<file path="config.mk">
export PLATFORM = sky130hd
export DESIGN_NAME = sort8_stream_io_flat
export DESIGN_NICKNAME = d
export VERILOG_FILES = /design/src/rtl/sort8_stream_io_if.sv /design/src/rtl/sort8_stream_io.sv /design/src/flat_wrapper.sv
export SDC_FILE = /design/constraint.sdc
export NUM_CORES = 1
export LEC_CHECK = 0
export CORE_UTILIZATION = 52
export CTS_CLUSTER_DIAMETER = 100
export DETAILED_ROUTE_END_ITERATION = 10
export GPL_TIMING_DRIVEN = 0
export PLACE_DENSITY = 0.89
export SLEW_MARGIN = 20
export SYNTH_ARGS = -nofsm -noshare
export SYNTH_HDL_FRONTEND = slang
export SYNTH_SLANG_ARGS = --single-unit
</file>
<file path="constraint.sdc">
create_clock -name clk -period 2.8 [get_ports clk]
set_input_delay 0.42 -clock clk [delete_from_list [all_inputs] [get_ports clk]]
set_output_delay 0.42 -clock clk [all_outputs]
set_load 0.01 [all_outputs]
</file>
<file path="src/rtl/sort8_stream_io_if.sv">
// Valid/ready stream bundle for sort8_stream_io.
// The input side carries words in and the output side carries sorted words out.
interface sort8_stream_io_if #(
    parameter int W = 8
);
    logic         in_valid;
    logic [W-1:0] in_data;
    logic         in_ready;
    logic         out_valid;
    logic [W-1:0] out_data;
    logic         out_last;
    logic         out_ready;

    modport master (
        output in_valid, in_data, out_ready,
        input  in_ready, out_valid, out_data, out_last
    );

    modport slave (
        input  in_valid, in_data, out_ready,
        output in_ready, out_valid, out_data, out_last
    );
endinterface

</file>
<file path="src/rtl/sort8_stream_io.sv">
// Serial stream wrapper around the combinational 8-way sorter.
// It gathers eight words, captures the sorter result, then drains that result smallest-first.
module sort8_stream_io #(
    parameter int W = 8
) (
    input  logic             clk,
    input  logic             rst_n,
    sort8_stream_io_if.slave strm,
    output logic [W-1:0]     sort_a,
    output logic [W-1:0]     sort_b,
    output logic [W-1:0]     sort_c,
    output logic [W-1:0]     sort_d,
    output logic [W-1:0]     sort_e,
    output logic [W-1:0]     sort_f,
    output logic [W-1:0]     sort_g,
    output logic [W-1:0]     sort_h,
    input  logic [W-1:0]     sort_y0,
    input  logic [W-1:0]     sort_y1,
    input  logic [W-1:0]     sort_y2,
    input  logic [W-1:0]     sort_y3,
    input  logic [W-1:0]     sort_y4,
    input  logic [W-1:0]     sort_y5,
    input  logic [W-1:0]     sort_y6,
    input  logic [W-1:0]     sort_y7,
    output logic             busy
);

    typedef enum logic [1:0] {
        FILL    = 2'd0,
        CAPTURE = 2'd1,
        DRAIN   = 2'd2
    } state_t;

    state_t       state, state_nxt;
    logic [2:0]   fill_cnt;
    logic [2:0]   drain_idx;
    logic [W-1:0] slot [8];
    logic [W-1:0] res  [8];

    logic         in_ready_c;
    logic         out_valid_c;
    logic         out_last_c;
    logic [W-1:0] out_data_c;
    logic         in_acc;
    logic         out_acc;

    assign in_acc  = strm.in_valid && in_ready_c;
    assign out_acc = out_valid_c && strm.out_ready;

    always_comb begin
        state_nxt   = state;
        in_ready_c  = 1'b0;
        out_valid_c = 1'b0;
        out_last_c  = 1'b0;
        out_data_c  = '0;
        case (state)
            FILL: begin
                in_ready_c = 1'b1;
                if (strm.in_valid && fill_cnt == 3'd7)
                    state_nxt = CAPTURE;
            end
            CAPTURE: state_nxt = DRAIN;
            DRAIN: begin
                // Output comes only from the result registers, never straight from sort_y*.
                out_valid_c = 1'b1;
                out_data_c  = res[drain_idx];
                out_last_c  = (drain_idx == 3'd7);
                if (strm.out_ready && drain_idx == 3'd7)
                    state_nxt = FILL;
            end
            default: state_nxt = FILL;
        endcase
    end

    always_ff @(posedge clk or negedge rst_n) begin
        if (!rst_n) begin
            state     <= FILL;
            fill_cnt  <= '0;
            drain_idx <= '0;
            for (int unsigned i = 0; i < 8; i++) begin
                slot[i] <= '0;
                res[i]  <= '0;
            end
        end else begin
            state <= state_nxt;
            if (in_acc) begin
                slot[fill_cnt] <= strm.in_data;
                fill_cnt       <= fill_cnt + 3'd1;
            end
            if (state == CAPTURE) begin
                res[0] <= sort_y0;
                res[1] <= sort_y1;
                res[2] <= sort_y2;
                res[3] <= sort_y3;
                res[4] <= sort_y4;
                res[5] <= sort_y5;
                res[6] <= sort_y6;
                res[7] <= sort_y7;
            end
            if (out_acc)
                drain_idx <= drain_idx + 3'd1;
        end
    end

    assign strm.in_ready  = in_ready_c;
    assign strm.out_valid = out_valid_c;
    assign strm.out_data  = out_data_c;
    assign strm.out_last  = out_last_c;

    assign busy = (state != FILL) || (fill_cnt != 3'd0);

    assign sort_a = slot[0];
    assign sort_b = slot[1];
    assign sort_c = slot[2];
    assign sort_d = slot[3];
    assign sort_e = slot[4];
    assign sort_f = slot[5];
    assign sort_g = slot[6];
    assign sort_h = slot[7];

endmodule
</file>
<file path="src/flat_wrapper.sv">
// flat-port wrapper written by rule: the top's interface ports become plain ports
module sort8_stream_io_flat 
#(
    parameter int W = 8
)
  (clk, rst_n, sort_a, sort_b, sort_c, sort_d, sort_e, sort_f, sort_g, sort_h, sort_y0, sort_y1, sort_y2, sort_y3, sort_y4, sort_y5, sort_y6, sort_y7, busy, strm_in_valid, strm_in_data, strm_out_ready, strm_in_ready, strm_out_valid, strm_out_data, strm_out_last);
  sort8_stream_io_if #(.W(W)) strm_i ();
  input  logic clk;
  input  logic rst_n;
  output logic [W-1:0] sort_a;
  output logic [W-1:0] sort_b;
  output logic [W-1:0] sort_c;
  output logic [W-1:0] sort_d;
  output logic [W-1:0] sort_e;
  output logic [W-1:0] sort_f;
  output logic [W-1:0] sort_g;
  output logic [W-1:0] sort_h;
  input  logic [W-1:0] sort_y0;
  input  logic [W-1:0] sort_y1;
  input  logic [W-1:0] sort_y2;
  input  logic [W-1:0] sort_y3;
  input  logic [W-1:0] sort_y4;
  input  logic [W-1:0] sort_y5;
  input  logic [W-1:0] sort_y6;
  input  logic [W-1:0] sort_y7;
  output logic busy;
  input wire logic [$bits(strm_i.in_valid)-1:0] strm_in_valid;
  input wire logic [$bits(strm_i.in_data)-1:0] strm_in_data;
  input wire logic [$bits(strm_i.out_ready)-1:0] strm_out_ready;
  output wire logic [$bits(strm_i.in_ready)-1:0] strm_in_ready;
  output wire logic [$bits(strm_i.out_valid)-1:0] strm_out_valid;
  output wire logic [$bits(strm_i.out_data)-1:0] strm_out_data;
  output wire logic [$bits(strm_i.out_last)-1:0] strm_out_last;
  assign strm_i.in_valid = strm_in_valid;
  assign strm_i.in_data = strm_in_data;
  assign strm_i.out_ready = strm_out_ready;
  assign strm_in_ready = strm_i.in_ready;
  assign strm_out_valid = strm_i.out_valid;
  assign strm_out_data = strm_i.out_data;
  assign strm_out_last = strm_i.out_last;
  sort8_stream_io #(.W(W)) u_core (.clk(clk), .rst_n(rst_n), .strm(strm_i), .sort_a(sort_a), .sort_b(sort_b), .sort_c(sort_c), .sort_d(sort_d), .sort_e(sort_e), .sort_f(sort_f), .sort_g(sort_g), .sort_h(sort_h), .sort_y0(sort_y0), .sort_y1(sort_y1), .sort_y2(sort_y2), .sort_y3(sort_y3), .sort_y4(sort_y4), .sort_y5(sort_y5), .sort_y6(sort_y6), .sort_y7(sort_y7), .busy(busy));
endmodule
</file>
After elaboration in Yosys (flattened, before gate mapping)
Cells that the tools add are included.
{ "word_totals": {"elab_cells": 55, "inputBits": 76, "ff_bits": 136} }
{ "classes": {"add_sub_neg": 2, "eq_ne": 6, "bitwise": 2, "n_reduce_logical": 10, "order_cmp": 3, "mux": 13} }
{ "ops": {"columns": ["cell", "n"], "rows": [
  ["bitwise mux 64 bit", 1],
  ["2-to-1 mux 8 bit", 4],
  ["binary-select mux 8 bit (select 3 bit)", 1],
  ["demux 8 bit (select 3 bit)", 1],
  [">= comparator 4 bit, second input constant", 2],
  ["inverter 3 -> 4 bit", 2],
  ["adder 3 x 1 -> 3 bit, second input constant", 2],
  ["equality test 3 bit, second input constant", 2],
  ["one-hot mux 2 bit (3 select lines)", 1],
  ["logical AND 1 bit", 5],
  ["less-than comparator 4 x 1 -> 1 bit, second input constant", 1],
  ["2-to-1 mux 2 bit", 2],
  ["!= test 2 x 1 -> 1 bit, second input constant", 2],
  ["2-to-1 mux 1 bit", 3],
  ["nonzero test 3 bit", 1],
  ["equality test 2 x 1 -> 1 bit, second input constant", 1],
  ["equality test 2 bit, second input constant", 1],
  ["zero test 2 bit", 1],
  ["AND reduction 2 bit", 1],
  ["nonzero test 2 bit", 1],
  ["logical OR 1 bit", 1]
]} }

Longest topological paths before layout
Gate-level depths: netlist (run 1).
{ "depth": {"ltp_word": 6, "ltp_mapped": 5} }

Least setup slack after synthesis (run 1)
OpenSTA, ideal clock, no wires.
{ "synth_path": {"path_kind": "register to output", "start": "register u_core.drain_idx[1]", "end": "output strm_out_data[4]", "stages_incl_launch_ff": 6, "arrival_ps": 1231, "required_time_ps": 2380, "n_path_buf": 2, "path_slack_ps": 1149, "path_cell_list": "dfrtp_1 buf_2 buf_2 mux2i_1 a22oi_1 and3_1"} }
{ "synth_between": {"elab_chain_cells": 5} }
{ "synth_rtl": {"columns": ["element", "line", "text"], "rows": [
  ["start, declared", "sort8_stream_io.sv:36", "logic [2:0] drain_idx;"],
  ["start signal, assigned", "sort8_stream_io.sv:101", "drain_idx <= drain_idx + 3'd1;"],
  ["inverter 3 -> 4 bit (not written as such)", "sort8_stream_io.sv:66", "out_data_c = res[drain_idx];"],
  ["binary-select mux 8 bit (select 3 bit)", "sort8_stream_io.sv:66", null],
  ["2-to-1 mux 8 bit (not written as such) (2 in a row)", "sort8_stream_io.sv:66", null],
  ["2-to-1 mux 8 bit", "sort8_stream_io.sv:56", "case (state)"],
  ["end, declared", "flat_wrapper.sv:32", "output wire logic [$bits(strm_i.out_data)-1:0] strm_out_data;"]
]} }
Every way passes these cells. The select of a mux whose other input is x is not followed.

Final worst setup path (run 1)
{ "layout_path": {"start": "register u_core.drain_idx[1]", "end": "output strm_out_data[1]"} }
The elaborated chain is that of the path after synthesis.

==> results of run 1 <==
[per-stage QoR]
stage,hold slack [ns],utilization,std cells
final,0.406,0.765,701
after CTS,0.412,0.761,701
after floorplan,0.124,-,377
after detailed placement,0.378,0.690,669
after global placement,0.487,0.687,668
after global routing,0.433,0.765,701
[final timing paths]
path	startpoint	end	slack, ns	cells after the start
worst max register to register	u_core.fill_cnt[0]$_DFFE_PN0P_	u_core.sort_g[2]$_DFFE_PN0P_	1.05	4
worst min register to register	u_core.res[23]$_DFFE_PN0N_	u_core.res[23]$_DFFE_PN0N_	0.51	1
worst max-delay path	u_core.drain_idx[1]$_DFFE_PN0P_	strm_out_data[1]	0.07	6
worst min-delay path	rst_n	u_core.res[11]$_DFFE_PN0N_	0.41	2
min in group clk	u_core.res[23]$_DFFE_PN0N_	u_core.res[23]$_DFFE_PN0N_	0.51	1
max in group asynchronous	rst_n	u_core.sort_f[1]$_DFFE_PN0P_	1.66	3
[layer usage]
layer,up-vias,routed length [um]
met4,0,415
li1,1708,-
met5,-,0
met2,172,7550
met3,29,1380
met1,1935,5910
[layout make-up]
type	count	area, sq um	share of cell area
Sequential cell	136	3400	0.410
Multi-Input combinational cell	222	2300	0.277
Timing Repair Buffer	153	1570	0.189
Clock buffer	19	432	0.0520
Clock inverter	13	272	0.0327
Tap cell	140	175	0.0211
Buffer	16	139	0.0167
Inverter	2	7.51	0.000905
[flip-flops by register name, summed over array words and instances (netlist names)]
| name | flops |
|---|---|
| u_core.sort_d | 8 |
| u_core.sort_h | 8 |
| u_core.fill_cnt | 3 |
| u_core.sort_c | 8 |
| u_core.sort_f | 8 |
| u_core.sort_e | 8 |
| u_core.res | 64 |
| u_core.sort_a | 8 |
| u_core.state | 2 |
| u_core.drain_idx | 3 |
| u_core.sort_g | 8 |
| u_core.sort_b | 8 |
[kinds of logic (layout without fill, tap and decap cells)]
family | Yosys count | count (layout)
buf+inv | 19 | 203
compound gates | 17 | 17
simple gates | 34 | 34
fa+ha+maj | 5 | 5
mux | 164 | 164
flops | 136 | 136
xor+xnor | 2 | 2
[power by group]
group          switching, mW  leakage, nW  internal (mW)
clock                  0.837        0.342           1.83
combinational           1.71         1.73           2.39
sequential             0.615         1.66           2.93
total                   3.17         3.74           7.15
[critical path: stages, from the launching register on]
cell	delay, ns
dfrtp_1	0.35
buf_4	0.19
buf_6	0.21
mux2i_1	0.28
a22oi_1	0.09
and3_1	0.19
clkdlybuf4s50_1	0.47
[synth_stat cells, types with 3 or more instances]
library cell    n  share of area
buf_4           7         0.0091
nand2_1         6         0.0039
nor2_1          3         0.0020
nand2_2         3         0.0033
buf_1           3         0.0020
mux2i_1        32          0.056
ha_1            5          0.011
dfrtp_1       136           0.59
buf_2           4         0.0035
a22oi_1        16          0.021
and3_1         10          0.011
nor2b_1         6         0.0065
mux2_2        131           0.26
[repair_timing]
| action | CTS | global route |
|---|---|---|
| hold buffers | 1 | 0 |
| cloned | 0 | 0 |
| pin swaps | 0 | 1 |
| setup endpoints to repair | 8 | 8 |
| endpoints found under the hold margin | 54 | 0 |
| resized for setup | 16 | 15 |
==> results by group, run 1 <==
Outcome
  • Run status: finished clean

Timing
  • Final Hold Viols: 0
  • Max Freq: 367 MHz
  • Final Max Slew Viols: 0
  • Setup Viol. Count Final: 0
  • Max_slew headroom: 0.670
  • Final Worst Setup Slack: 0.0725 ns
  • Clock Skew: 0.0111 ns
  • RSZ-0062 raised after global routing: no
  • Slew @ Worst Pin: 0.494 ns
  • Final critical-path required period: 2.73 ns
  • Tcrit/Tclk final: 0.974
  • Setup TNS: 0 ns

Global route
  • Met2 Use GR: 0.455
  • First-pass GRT wire length: 22.7 mm
  • Antenna violations before repair: 0
  • Grt met3 use: 0.103
  • Gr ovfl total: 0
  • Met1 GRT Util: 0.306
  • GRT busiest layer: met2
  • Largest net degree at the start of global routing: 83
  • Vias in the first global route: 4,244
  • Tot GR Track Use: 0.271

Power
  • Max VDD drop: 791 uV
  • Pwr Total: 10.3 mW
  • Pleak: 3.74 nW
  • Power Density: 1240 nW/um^2

Floorplanning
  • DIE WIDTH: 107 um
  • Core ar.: 10,800 sq um
  • Full die area: 11,500 sq um
  • Die Y: 107 um
  • # IOs: 152
  • Row count: 38
  • Starting Density: 0.532

Place
  • Dpl ws: 0.353 ns
  • Area post-placement: 7480 sq um
  • GP Congestion: 0.818
  • DP HPWL: 9.59 mm
  • IO buf count: 151

CTS
  • Clock Latency Late Sink: 0.53 ns
  • Maximum clock path buffer count: 2
  • CTS tree: done
  • Htree depth: 4
  • CTS Sinks: 136
  • Post CTS Setup Buffer Count: 0
  • Clock transition at path regs: 0.06 ns
  • CTS root buf: clkbuf_8
  • CTS buffer count: 17

Logic synthesis
  • Post-Synth Adder-Cell Area: 0.0109
  • Ys Warns: 0
  • Asr flop ratio synth: 1.00
  • Mapped Nets: 458
  • Main combinational cell family by area after synthesis: multiplexers
  • Seq cells post-synth: 136
  • Post-synth EDFFs: 0
  • Avg Cell Area, Syn: 15.3 sq um
  • Mux contribution to synthesized area: 0.314
  • Synth Area in Simple Gates: 0.0389
  • Post-Syn Instances: 377
  • Xor and xnor fraction of the mapped netlist area: 0.00304
  • Post-synthesis compound-gate area fraction: 0.0221
  • Register area share after synthesis: 0.591
  • Synth cell types: 24
  • Cell area after synthesis: 5760 sq um
  • Ys flop type: dfrtp_1

Detailed routing
  • Avg WL per Cell: 21.8 um
  • Routed WL: 15.2 mm
  • DR iter-0 viols: 126
  • Antenna violation net count after detailed routing: 0
  • Via density: 5.48
  • # DRC: 0
  • Pre-antenna DRT Iters: 4
  • Routed via count: 3,844

Layout
  • Fill cells: 611
  • Commonest non-fill, non-tap cells in the layout: clkdlybuf4s50_1, dfrtp_1, mux2_2
  • ANT cells: 0
  • Layout Nets: 629
  • Commonest non-fill, non-tap cell in the layout: clkdlybuf4s50_1
  • Area Growth Syn to Fin: 43.9%
  • Fin area: 8290 sq um
  • Proportion of layout cells with a drive suffix above 1: 0.353

Run
  • Max-Cap Viols: 0

Setup path
  • Crit path launch type: flip-flop
  • Crit. End Element: primary output
  • Setup CP Type: flip-flop to primary output
  • Crit Path Max Fanout: 10
  • Critical path arrival: 2.31 ns
  • Worst Path Required: 2.38 ns

Min path
  • Hold WC Path Type: primary input to asynchronous set/reset pin
(Power assumes the default switching activity.)
==> run 2, diff against run 1 <==
Settings changed: GPL_TIMING_DRIVEN 0 to default.
==> results by group, run 2 (same netlist as run 1, synthesis figures left out) <==
Floorplanning
  • Die Y: 107 um
  • DIE WIDTH: 107 um
  • Row count: 38
  • Full die area: 11,500 sq um
  • Core ar.: 10,800 sq um
  • # IOs: 152
  • Starting Density: 0.532

Min path
  • Hold WC Path Type: primary input to asynchronous set/reset pin

Power
  • P_sw: 3.08 mW
  • Switching share of power: 0.314
  • Clock power frac: 0.227
  • Max VDD drop: 757 uV
  • Power Density: 1210 nW/um^2
  • Reg power frac: 0.362
  • Pleak: 3.65 nW
  • Int Power: 6.73 mW
  • Power share of the combinational group: 0.411

Layout
  • Fin area: 8140 sq um
  • Reg with most FFs: u_core.res
  • Commonest non-fill, non-tap cells in the layout: clkdlybuf4s50_1, dfrtp_1, mux2_2
  • Proportion of layout cells with a drive suffix above 1: 0.344
  • Layout Nets: 623
  • Fill cells: 651
  • Max FFs per register: 64
  • Final core utilization: 0.751
  • ANT cells: 0
  • Non-filler cells in the finished layout: 695
  • Commonest non-fill, non-tap cell in the layout: clkdlybuf4s50_1
  • Area Growth Syn to Fin: 41.3%

CTS
  • CTS Sinks: 136
  • Maximum clock path buffer count: 2
  • CTS root buf: clkbuf_8
  • CTS buffer count: 17
  • Clock Latency Late Sink: 0.54 ns
  • CTS tree: done
  • Htree depth: 4
  • Clock transition at path regs: 0.06 ns

Global route
  • First-pass GRT wire length: 22.4 mm
  • Largest net degree at the start of global routing: 66
  • Antenna violations before repair: 0
  • Tot GR Track Use: 0.268
  • Gr ovfl total: 0
  • Vias in the first global route: 4,209

Setup path
  • Setup CP Type: flip-flop to primary output
  • Crit. End Element: primary output
  • R2R depth: 3
  • R2R Path End: u_core.sort_g[7]$_DFFE_PN0P_
  • Crit Path Max Fanout: 14
  • Critical Path Start: u_core.drain_idx[1]$_DFFE_PN0P_
  • Crit path launch type: flip-flop
  • Critical path arrival: 2.29 ns
  • Worst Path Required: 2.38 ns
  • Critical Path End: strm_out_data[4]
  • Worst R2R Setup Slack: 0.94 ns
  • Reg-to-Reg Start: u_core.fill_cnt[0]$_DFFE_PN0P_

Detailed routing
  • Routed via count: 3,798
  • Antenna violation net count after detailed routing: 0
  • # DRC: 0
  • Avg WL per Cell: 20.7 um
  • Pre-antenna DRT Iters: 4
  • Via density: 5.46
  • Routed WL: 14.4 mm
  • DR iter-0 viols: 167

Place
  • IO buf count: 151
  • Placed cells: 657
  • GP Congestion: 0.851
  • Area post-placement: 7430 sq um
  • DP HPWL: 9.22 mm
  • Dpl ws: 0.436 ns

Timing
  • Max_slew headroom: 0.516
  • Clock Skew: 0.00527 ns
  • Setup Viol. Count Final: 0
  • Slew @ Worst Pin: 0.725 ns
  • Final critical-path required period: 2.71 ns
  • Final Hold Viols: 0
  • Tcrit/Tclk final: 0.969
  • Final Worst Setup Slack: 0.0855 ns
  • Setup TNS: 0 ns
  • Max Freq: 368 MHz
  • RSZ-0062 raised after global routing: no
  • Final Max Slew Viols: 0

Run
  • Max-Cap Viols: 0

Outcome
  • Run status: finished clean
[run 2: cell types whose count changed in the layout (fill, tap and decap cells not counted), moves of 3 or more]
cell / before / now
a22oi_1: 10 / 13
buf_2: 3 / 0
buf_6: 3 / 0
mux2i_1: 28 / 31
nor2b_4: 0 / 3
clkinvlp_4: 1 / 5
nor2b_1: 6 / 3
a22oi_2: 6 / 3
bufinv_16: 8 / 3
[run 2: critical path, stage by stage (launching register included)]
cell and delay [ns]:
dfrtp_2 0.47, buf_12 0.19, mux2i_1 0.14, a22oi_1 0.21, and3_1 0.21, clkdlybuf4s50_1 0.54
[run 2: layout make-up]
| class | instances | area, sq um | share of cell area |
|---|---|---|---|
| clock inverter | 13 | 153 | 0.0188 |
| clock buffer | 19 | 442 | 0.0543 |
| multi-input combinational | 222 | 2280 | 0.281 |
| inverter | 2 | 7.51 | 0.000922 |
| sequential | 136 | 3400 | 0.418 |
| tap | 140 | 175 | 0.0215 |
| timing repair buffer | 163 | 1670 | 0.206 |
[run 2: how the worst min path moves through the flow]
stage	startpoint	endpoint	slack (ns)	cells past startpoint
floorplan	rst_n	u_core.drain_idx[0]$_DFFE_PN0P_	0.12	0
global placement	u_core.res[28]$_DFFE_PN0N_	u_core.res[28]$_DFFE_PN0N_	0.49	1
detailed placement	u_core.sort_f[7]$_DFFE_PN0P_	u_core.sort_f[7]$_DFFE_PN0P_	0.49	1
CTS	sort_y4[7]	u_core.res[31]$_DFFE_PN0N_	0.48	2
global route	sort_y5[1]	u_core.res[17]$_DFFE_PN0N_	0.48	2
finish	rst_n	u_core.res[17]$_DFFE_PN0N_	0.48	2
[run 2: stage by stage]
stage / hold WS [ns] / power, mW
final: 0.477 / 9.81
after global routing: 0.480 / 10.3
after CTS: 0.481 / 9.79
after detailed placement: 0.495 / 7.35
after global placement: 0.487 / 7.19
after floorplan: 0.124 / 5.51
[run 2: power groups by stage]
| stage | Combinational [mW] | Clock [mW] | Sequential, mW |
|---|---|---|---|
| final | 4.03 | 2.23 | 3.55 |
| after global routing | 4.29 | 2.35 | 3.66 |
| after CTS | 4.01 | 2.26 | 3.53 |
| after detailed placement | 3.82 | 0 | 3.53 |
| after global placement | 3.73 | 0 | 3.46 |
| after floorplan | 1.91 | 0 | 3.60 |
[run 2: repair_timing]
action,in CTS,in global routing
gates resized for setup,6,10
gates cloned,1,0
pin swaps,0,2
hold endpoints to repair,53,0
hold buffers,1,0
endpoints found under the setup margin,8,6
buffers inserted,3,1
[run 2: per-layer routing]
layer / global-route usage / vias up / part of all wire
met3: 0.107 / 18 / 0.097
met2: 0.445 / 166 / 0.49
li1: - / 1698 / -
met1: 0.309 / 1916 / 0.40
met5: 0 / - / 0
met4: 0.107 / 0 / 0.014
